==> src/rtl/div_if.sv <==
// Request/response bundle between the EX stage and the divider.
//
// Handshake: the requester raises start_i with the operands and holds it
// until it observes ready_o=1. ready_o is a one-cycle pulse, and result_o
// carries {remainder, quotient} only in that cycle (zero otherwise).
// annul_i withdraws an accepted request or blocks a new one.
interface div_if;
  logic        signed_div_i;
  logic [31:0] opdata1_i;
  logic [31:0] opdata2_i;
  logic        start_i;
  logic        annul_i;
  logic [63:0] result_o;
  logic        ready_o;

  // Requester side (EX stage or testbench driver)
  modport master (
    output signed_div_i, opdata1_i, opdata2_i, start_i, annul_i,
    input  result_o, ready_o
  );

  // Divider side
  modport slave (
    input  signed_div_i, opdata1_i, opdata2_i, start_i, annul_i,
    output result_o, ready_o
  );
endinterface

==> src/rtl/div.sv <==
// Iterative 32-bit restoring divider (signed DIV / unsigned DIVU).
// One quotient bit per cycle on a 65-bit partial remainder/quotient register.
// Results are {remainder, quotient} = {HI, LO}; divide by zero returns 0.
module div (
  input  logic       clk,
  input  logic       rst_n,
  div_if.slave       bus,
  output logic [1:0] dbg_state_o
);

  typedef enum logic [1:0] {
    S_IDLE    = 2'd0,
    S_DIVZERO = 2'd1,
    S_ON      = 2'd2,
    S_END     = 2'd3
  } state_e;

  state_e      state_q,   state_d;
  logic [5:0]  cnt_q,     cnt_d;
  logic [64:0] rem_q,     rem_d;      // {partial remainder, dividend/quotient}
  logic [31:0] divisor_q, divisor_d;  // |divisor|
  logic        neg_quo_q, neg_quo_d;  // quotient needs negating at the end
  logic        neg_rem_q, neg_rem_d;  // remainder needs negating at the end
  logic [63:0] final_q,   final_d;    // corrected result held for END
  logic        ready_q,   ready_d;
  logic [63:0] result_q,  result_d;

  // Datapath helpers for one shift-subtract step
  logic [64:0] shifted;
  logic [32:0] upper;
  logic [32:0] diff;
  logic        ge;
  logic [64:0] stepped;
  logic [31:0] step_quo;
  logic [31:0] step_rem;
  logic [31:0] abs_dividend;
  logic [31:0] abs_divisor;

  // Absolute values of the incoming operands (only negative signed ones flip)
  always_comb begin
    abs_dividend = bus.opdata1_i;
    abs_divisor  = bus.opdata2_i;
    if (bus.signed_div_i && bus.opdata1_i[31]) abs_dividend = ~bus.opdata1_i + 32'd1;
    if (bus.signed_div_i && bus.opdata2_i[31]) abs_divisor  = ~bus.opdata2_i + 32'd1;
  end

  // One restoring step: shift left, subtract the divisor if it fits
  always_comb begin
    shifted  = {rem_q[63:0], 1'b0};
    upper    = shifted[64:32];
    diff     = upper - {1'b0, divisor_q};
    ge       = (upper >= {1'b0, divisor_q});
    stepped  = ge ? {diff, shifted[31:1], 1'b1} : shifted;
    step_quo = stepped[31:0];
    step_rem = stepped[63:32];
  end

  // Next-state and next-output logic for the whole divider
  always_comb begin
    state_d   = state_q;
    cnt_d     = cnt_q;
    rem_d     = rem_q;
    divisor_d = divisor_q;
    neg_quo_d = neg_quo_q;
    neg_rem_d = neg_rem_q;
    final_d   = final_q;
    ready_d   = 1'b0;
    result_d  = 64'h0;

    case (state_q)
      S_IDLE: begin
        // ready_q is high only in the cycle right after END, so this keeps a
        // still-held start_i from re-launching the division just completed.
        if (bus.start_i && !bus.annul_i && !ready_q) begin
          if (bus.opdata2_i == 32'h0) begin
            state_d = S_DIVZERO;
          end else begin
            state_d   = S_ON;
            cnt_d     = 6'd0;
            rem_d     = {33'h0, abs_dividend};
            divisor_d = abs_divisor;
            neg_quo_d = bus.signed_div_i & (bus.opdata1_i[31] ^ bus.opdata2_i[31]);
            neg_rem_d = bus.signed_div_i & bus.opdata1_i[31];
          end
        end
      end

      S_DIVZERO: begin
        state_d = S_END;
        final_d = 64'h0;
      end

      S_ON: begin
        rem_d = stepped;
        cnt_d = cnt_q + 6'd1;
        if (cnt_q == 6'd31) begin
          // Last step: apply sign correction on the way into END
          state_d = S_END;
          final_d = {(neg_rem_q ? (~step_rem + 32'd1) : step_rem),
                     (neg_quo_q ? (~step_quo + 32'd1) : step_quo)};
        end
      end

      S_END: begin
        ready_d  = 1'b1;
        result_d = final_q;
        state_d  = S_IDLE;
      end

      default: state_d = S_IDLE;
    endcase

    // A flush cancels anything in flight and suppresses the pending pulse
    if (bus.annul_i && (state_q != S_IDLE)) begin
      state_d  = S_IDLE;
      ready_d  = 1'b0;
      result_d = 64'h0;
    end
  end

  // State and output registers; async active-low reset clears everything
  always_ff @(posedge clk or negedge rst_n) begin
    if (!rst_n) begin
      state_q   <= S_IDLE;
      cnt_q     <= 6'd0;
      rem_q     <= 65'h0;
      divisor_q <= 32'h0;
      neg_quo_q <= 1'b0;
      neg_rem_q <= 1'b0;
      final_q   <= 64'h0;
      ready_q   <= 1'b0;
      result_q  <= 64'h0;
    end else begin
      state_q   <= state_d;
      cnt_q     <= cnt_d;
      rem_q     <= rem_d;
      divisor_q <= divisor_d;
      neg_quo_q <= neg_quo_d;
      neg_rem_q <= neg_rem_d;
      final_q   <= final_d;
      ready_q   <= ready_d;
      result_q  <= result_d;
    end
  end

  assign bus.ready_o  = ready_q;
  assign bus.result_o = result_q;
  assign dbg_state_o  = state_q;

endmodule

==> src/flat_wrapper.sv <==
// flat-port wrapper written by rule: the top's interface ports become plain ports
module div_flat 
  (clk, rst_n, dbg_state_o, bus_signed_div_i, bus_opdata1_i, bus_opdata2_i, bus_start_i, bus_annul_i, bus_result_o, bus_ready_o);
  div_if bus_i ();
  input  logic clk;
  input  logic rst_n;
  output logic [1:0] dbg_state_o;
  input wire logic [$bits(bus_i.signed_div_i)-1:0] bus_signed_div_i;
  input wire logic [$bits(bus_i.opdata1_i)-1:0] bus_opdata1_i;
  input wire logic [$bits(bus_i.opdata2_i)-1:0] bus_opdata2_i;
  input wire logic [$bits(bus_i.start_i)-1:0] bus_start_i;
  input wire logic [$bits(bus_i.annul_i)-1:0] bus_annul_i;
  output wire logic [$bits(bus_i.result_o)-1:0] bus_result_o;
  output wire logic [$bits(bus_i.ready_o)-1:0] bus_ready_o;
  assign bus_i.signed_div_i = bus_signed_div_i;
  assign bus_i.opdata1_i = bus_opdata1_i;
  assign bus_i.opdata2_i = bus_opdata2_i;
  assign bus_i.start_i = bus_start_i;
  assign bus_i.annul_i = bus_annul_i;
  assign bus_result_o = bus_i.result_o;
  assign bus_ready_o = bus_i.ready_o;
  div u_core (.clk(clk), .rst_n(rst_n), .bus(bus_i), .dbg_state_o(dbg_state_o));
endmodule
==> config.mk <==
export PLATFORM = sky130hd
export DESIGN_NAME = div_flat
export DESIGN_NICKNAME = d
export VERILOG_FILES = /design/src/rtl/div_if.sv /design/src/rtl/div.sv /design/src/flat_wrapper.sv
export SDC_FILE = /design/constraint.sdc
export NUM_CORES = 1
export LEC_CHECK = 0
export ABC_AREA = 1
export CAP_MARGIN = 15
export CORE_MARGIN = 2
export CORE_UTILIZATION = 60
export DETAILED_ROUTE_END_ITERATION = 8
export PLACE_DENSITY = 0.83
export SYNTH_ARGS = -nofsm -noshare
export SYNTH_HDL_FRONTEND = slang
export SYNTH_SLANG_ARGS = --single-unit
==> constraint.sdc <==
create_clock -name clk -period 11.39 [get_ports clk]
set_input_delay 1.7085 -clock clk [delete_from_list [all_inputs] [get_ports clk]]
set_output_delay 1.7085 -clock clk [all_outputs]
set_load 0.005 [all_outputs]
==> impl_metrics.py <==
metrics = {
    "setup_path": {
        "critical_path_arrival_ns": 5.62,
        "cp.required_ns": 11.77,
        "cp_max_fo": 48,
        "start_kind": "flop",
        "worstSetupPathType": "flop to flop",
        "worstSetupEndpointType": "flop",
    },
    "sta": {
        "tightest_slew_ns": 1.03,
        "finalSetupViolations": 0,
        "fin_tns_setup_ns": 0,
        "skew_ns": 0.0164,
        "period_share": 0.460,
        "relSlewSlack": 0.315,
        "fmax_mhz": 191,
        "whs_ns": 0.480,
        "period_minus_slack_ns": 5.24,
        "hold_violations": 0,
        "slew_viol_final": 0,
        "rsz0062_at_grt": "false",
    },
    "power": {
        "powerDensity_nw_per_um2": 323,
        "power_mw": 5.51,
        "ir_drop_mv": 0.207,
        "p_leak_nw": 8.38,
    },
    "layout": {
        "seqCellArea_um2": 5880,
        "antennaDiodeCount": 0,
        "fillers": 1927,
        "layoutNonFillerInstCount": 2451,
        "syn_to_final_growth_pct": 17.4,
        "nets": 2225,
        "layout-drive-gt1-share": 0.0708,
        "final_area_um2": 17100,
        "multiInputGateArea_um2": 7230,
    },
    "routing": {
        "vias": 14000,
        "wl_per_cell_um": 18.1,
        "firstDrtPassIters": 6,
        "first_iter_violations": 1432,
        "drcViolationCount": 0,
        "avgViaCountPerCell": 5.71,
        "drt_wl_total_um": 44300,
        "final_antenna_net_count": 0,
    },
    "synth": {
        "ys.warnings.count": 0,
        "synth_cell_type_count": 53,
        "synthCells": 1998,
        "avgSynthCellArea_um2": 7.28,
        "synth_ff_type": "dfrtp_1",
        "synth_edf_count": 0,
        "async_flop_share": 1.00,
        "synth_seq_cells": 235,
        "synth_nets": 2109,
        "yosysSeqAreaShare": 0.404,
        "syn_area_um2": 14500,
    },
    "die": {
        "ios": 136,
        "fp.dieH_um": 160,
        "core-area_um2": 23600,
        "fp-row-count": 56,
        "initial_core_util": 0.616,
        "die-width_um": 160,
        "die-area_um2": 25500,
    },
    "hold_path": {
        "hold_path.class": "flop to flop",
    },
    "clock_tree": {
        "cts_buffer_depth": 3,
        "cts.clk_slew.worst_paths_ns": 0.06,
        "cts_htree_levels": 1,
        "cts-root-buf": "clkbuf_16",
        "cts_hold_buf": 0,
        "post_cts_resized": 0,
        "cts_sinks": 235,
        "cts_setup_buffers": 0,
        "worstSkewPairLatency_ns": 0.53,
        "numCtsBuffers": 25,
        "cts_tree": "done",
    },
    "placed_design": {
        "dp_cells": 2405,
        "gp_congestion": 1.00,
        "dpl_cell_area_um2": 16100,
        "port_buffers": 135,
        "dp.final_hpwl_um": 33000,
    },
    "global_routing": {
        "track_usage": 0.347,
        "antenna_found_initial": 0,
        "first_global_vias": 13600,
        "overflow": 0,
        "grt_pass1_wl_um": 71000,
        "grt_start_max_net_pins": 84,
    },
    "run_status": {
        "status": "completed",
    },
    "job": {
        "cap_violations": 0,
    },
}
==> metrics by stage <==
stage               worst slack [ns]  utilization
global route                    5.63        0.723
detailed placement              6.10        0.683
floorplan                       7.61            -
global placement                6.23        0.683
finish                          6.15        0.723
CTS                             6.38        0.722
==> sequential cells by signal, summed over array words and instances, names as in the netlist <==
| register | flops |
|---|---|
| u_core.bus.result_o | 64 |
| u_core.final_q | 64 |
| u_core.rem_q | 64 |
| u_core.divisor_q | 32 |
| u_core.cnt_q | 6 |
| u_core.dbg_state_o | 2 |
| u_core.bus.ready_o | 1 |
| u_core.neg_quo_q | 1 |
| u_core.neg_rem_q | 1 |
==> layout make-up <==
class | instances | share of cell area
Clock buffer | 29 | 0.0387
Clock inverter | 16 | 0.0158
Inverter | 303 | 0.0667
Multi-Input combinational cell | 1398 | 0.423
Sequential cell | 235 | 0.344
Tap cell | 319 | 0.0234
Timing Repair Buffer | 151 | 0.0876
==> cell usage in the layout (no fill, tap or decap), types with 24 or more instances in the layout <==
| cell type | synthesis | final |
|---|---|---|
| nand3_1 | 84 | 84 |
| o221ai_1 | 30 | 30 |
| xnor2_1 | 24 | 24 |
| inv_1 | 283 | 283 |
| clkbuf_16 | 0 | 25 |
| nand2_1 | 495 | 495 |
| xor2_1 | 49 | 49 |
| a21oi_1 | 69 | 69 |
| nand2_2 | 24 | 24 |
| clkdlybuf4s50_1 | 0 | 134 |
| nand4_1 | 25 | 25 |
| dfrtp_1 | 235 | 235 |
| ha_1 | 41 | 41 |
| nor2_1 | 231 | 230 |
| nor3_1 | 36 | 36 |
| o21ai_0 | 130 | 130 |
| o22ai_1 | 33 | 33 |
==> synthesized netlist by cell type (7+ instances only) <==
| library cell | number | area [um^2] |
|---|---|---|
| a21oi_1 | 69 | 345 |
| dfrtp_1 | 235 | 5880 |
| nor3_1 | 36 | 180 |
| buf_2 | 8 | 40.0 |
| o21ai_2 | 9 | 78.8 |
| nand3_1 | 84 | 420 |
| o221ai_1 | 30 | 263 |
| ha_1 | 41 | 513 |
| nand4_1 | 25 | 156 |
| nand3b_1 | 8 | 60.1 |
| inv_1 | 283 | 1060 |
| xnor2_1 | 24 | 210 |
| o21ai_1 | 23 | 115 |
| nor2_1 | 231 | 867 |
| o21ai_0 | 130 | 651 |
| o21bai_1 | 10 | 75.1 |
| nand2_1 | 495 | 1860 |
| nand2_2 | 24 | 150 |
| nand3_2 | 7 | 70.1 |
| nor2_2 | 9 | 56.3 |
| nor4_1 | 10 | 62.6 |
| xor2_1 | 49 | 429 |
| o22ai_1 | 33 | 206 |
| inv_2 | 17 | 63.8 |
| clkbuf_1 | 45 | 169 |
==> critical path, cell delays in order (launching register included) <==
cell,delay [ns]
dfrtp_1,0.37
inv_1,0.17
ha_1,0.30
inv_1,0.19
o21bai_1,0.12
nand2_1,0.07
nand2_1,0.05
nor2_1,0.17
nand3_2,0.12
nor2_4,0.24
nand2_4,0.39
inv_2,0.42
ha_1,0.24
nand3_1,0.11
nor3_1,0.20
inv_1,0.09
nor2_1,0.17
nand4_1,0.13
o21ai_1,0.18
inv_1,0.10
nor2_1,0.15
o21ai_1,0.18
nor2_1,0.25
o21ai_1,0.18
a21oi_1,0.24
nand2_1,0.08
nand3_1,0.08
o21ai_0,0.08
==> layer usage <==
metal,part of all wire,vias to the layer above,GRT usage
met5,0,-,0
met4,0.024,0,0.0901
met3,0.098,90,0.0699
met2,0.45,737,0.540
met1,0.43,6509,0.501
li1,-,6654,-
==> path summary, 6_finish.rpt <==
check,startpoint,end,slack [ns],depth (start not counted)
worst max-delay path,u_core.divisor_q[30],u_core.final_q[28],6.15,27
worst min-delay path,u_core.final_q[58],u_core.final_q[58],0.48,2
worst max register to register,u_core.divisor_q[30],u_core.final_q[28],6.15,27
worst min register to register,u_core.final_q[58],u_core.final_q[58],0.48,2
max in group asynchronous,rst_n,u_core.final_q[52],8.83,2
min in group asynchronous,rst_n,u_core.rem_q[62],1.19,1
==> report_power, final <==
part,switching [mW],leakage (nW),internal (mW)
combinational,2.43,4.73,1.02
sequential,0.145,3.20,0.992
clock,0.350,0.450,0.575
==> cell families after synthesis <==
family / after synthesis / share of synthesized area
simple gates: 948 / 0.280
compound gates: 335 / 0.136
xor+xnor: 73 / 0.0439
fa+ha+maj: 42 / 0.0366
flops: 235 / 0.404
buf+inv: 365 / 0.0989
(Power assumes the default switching activity.)
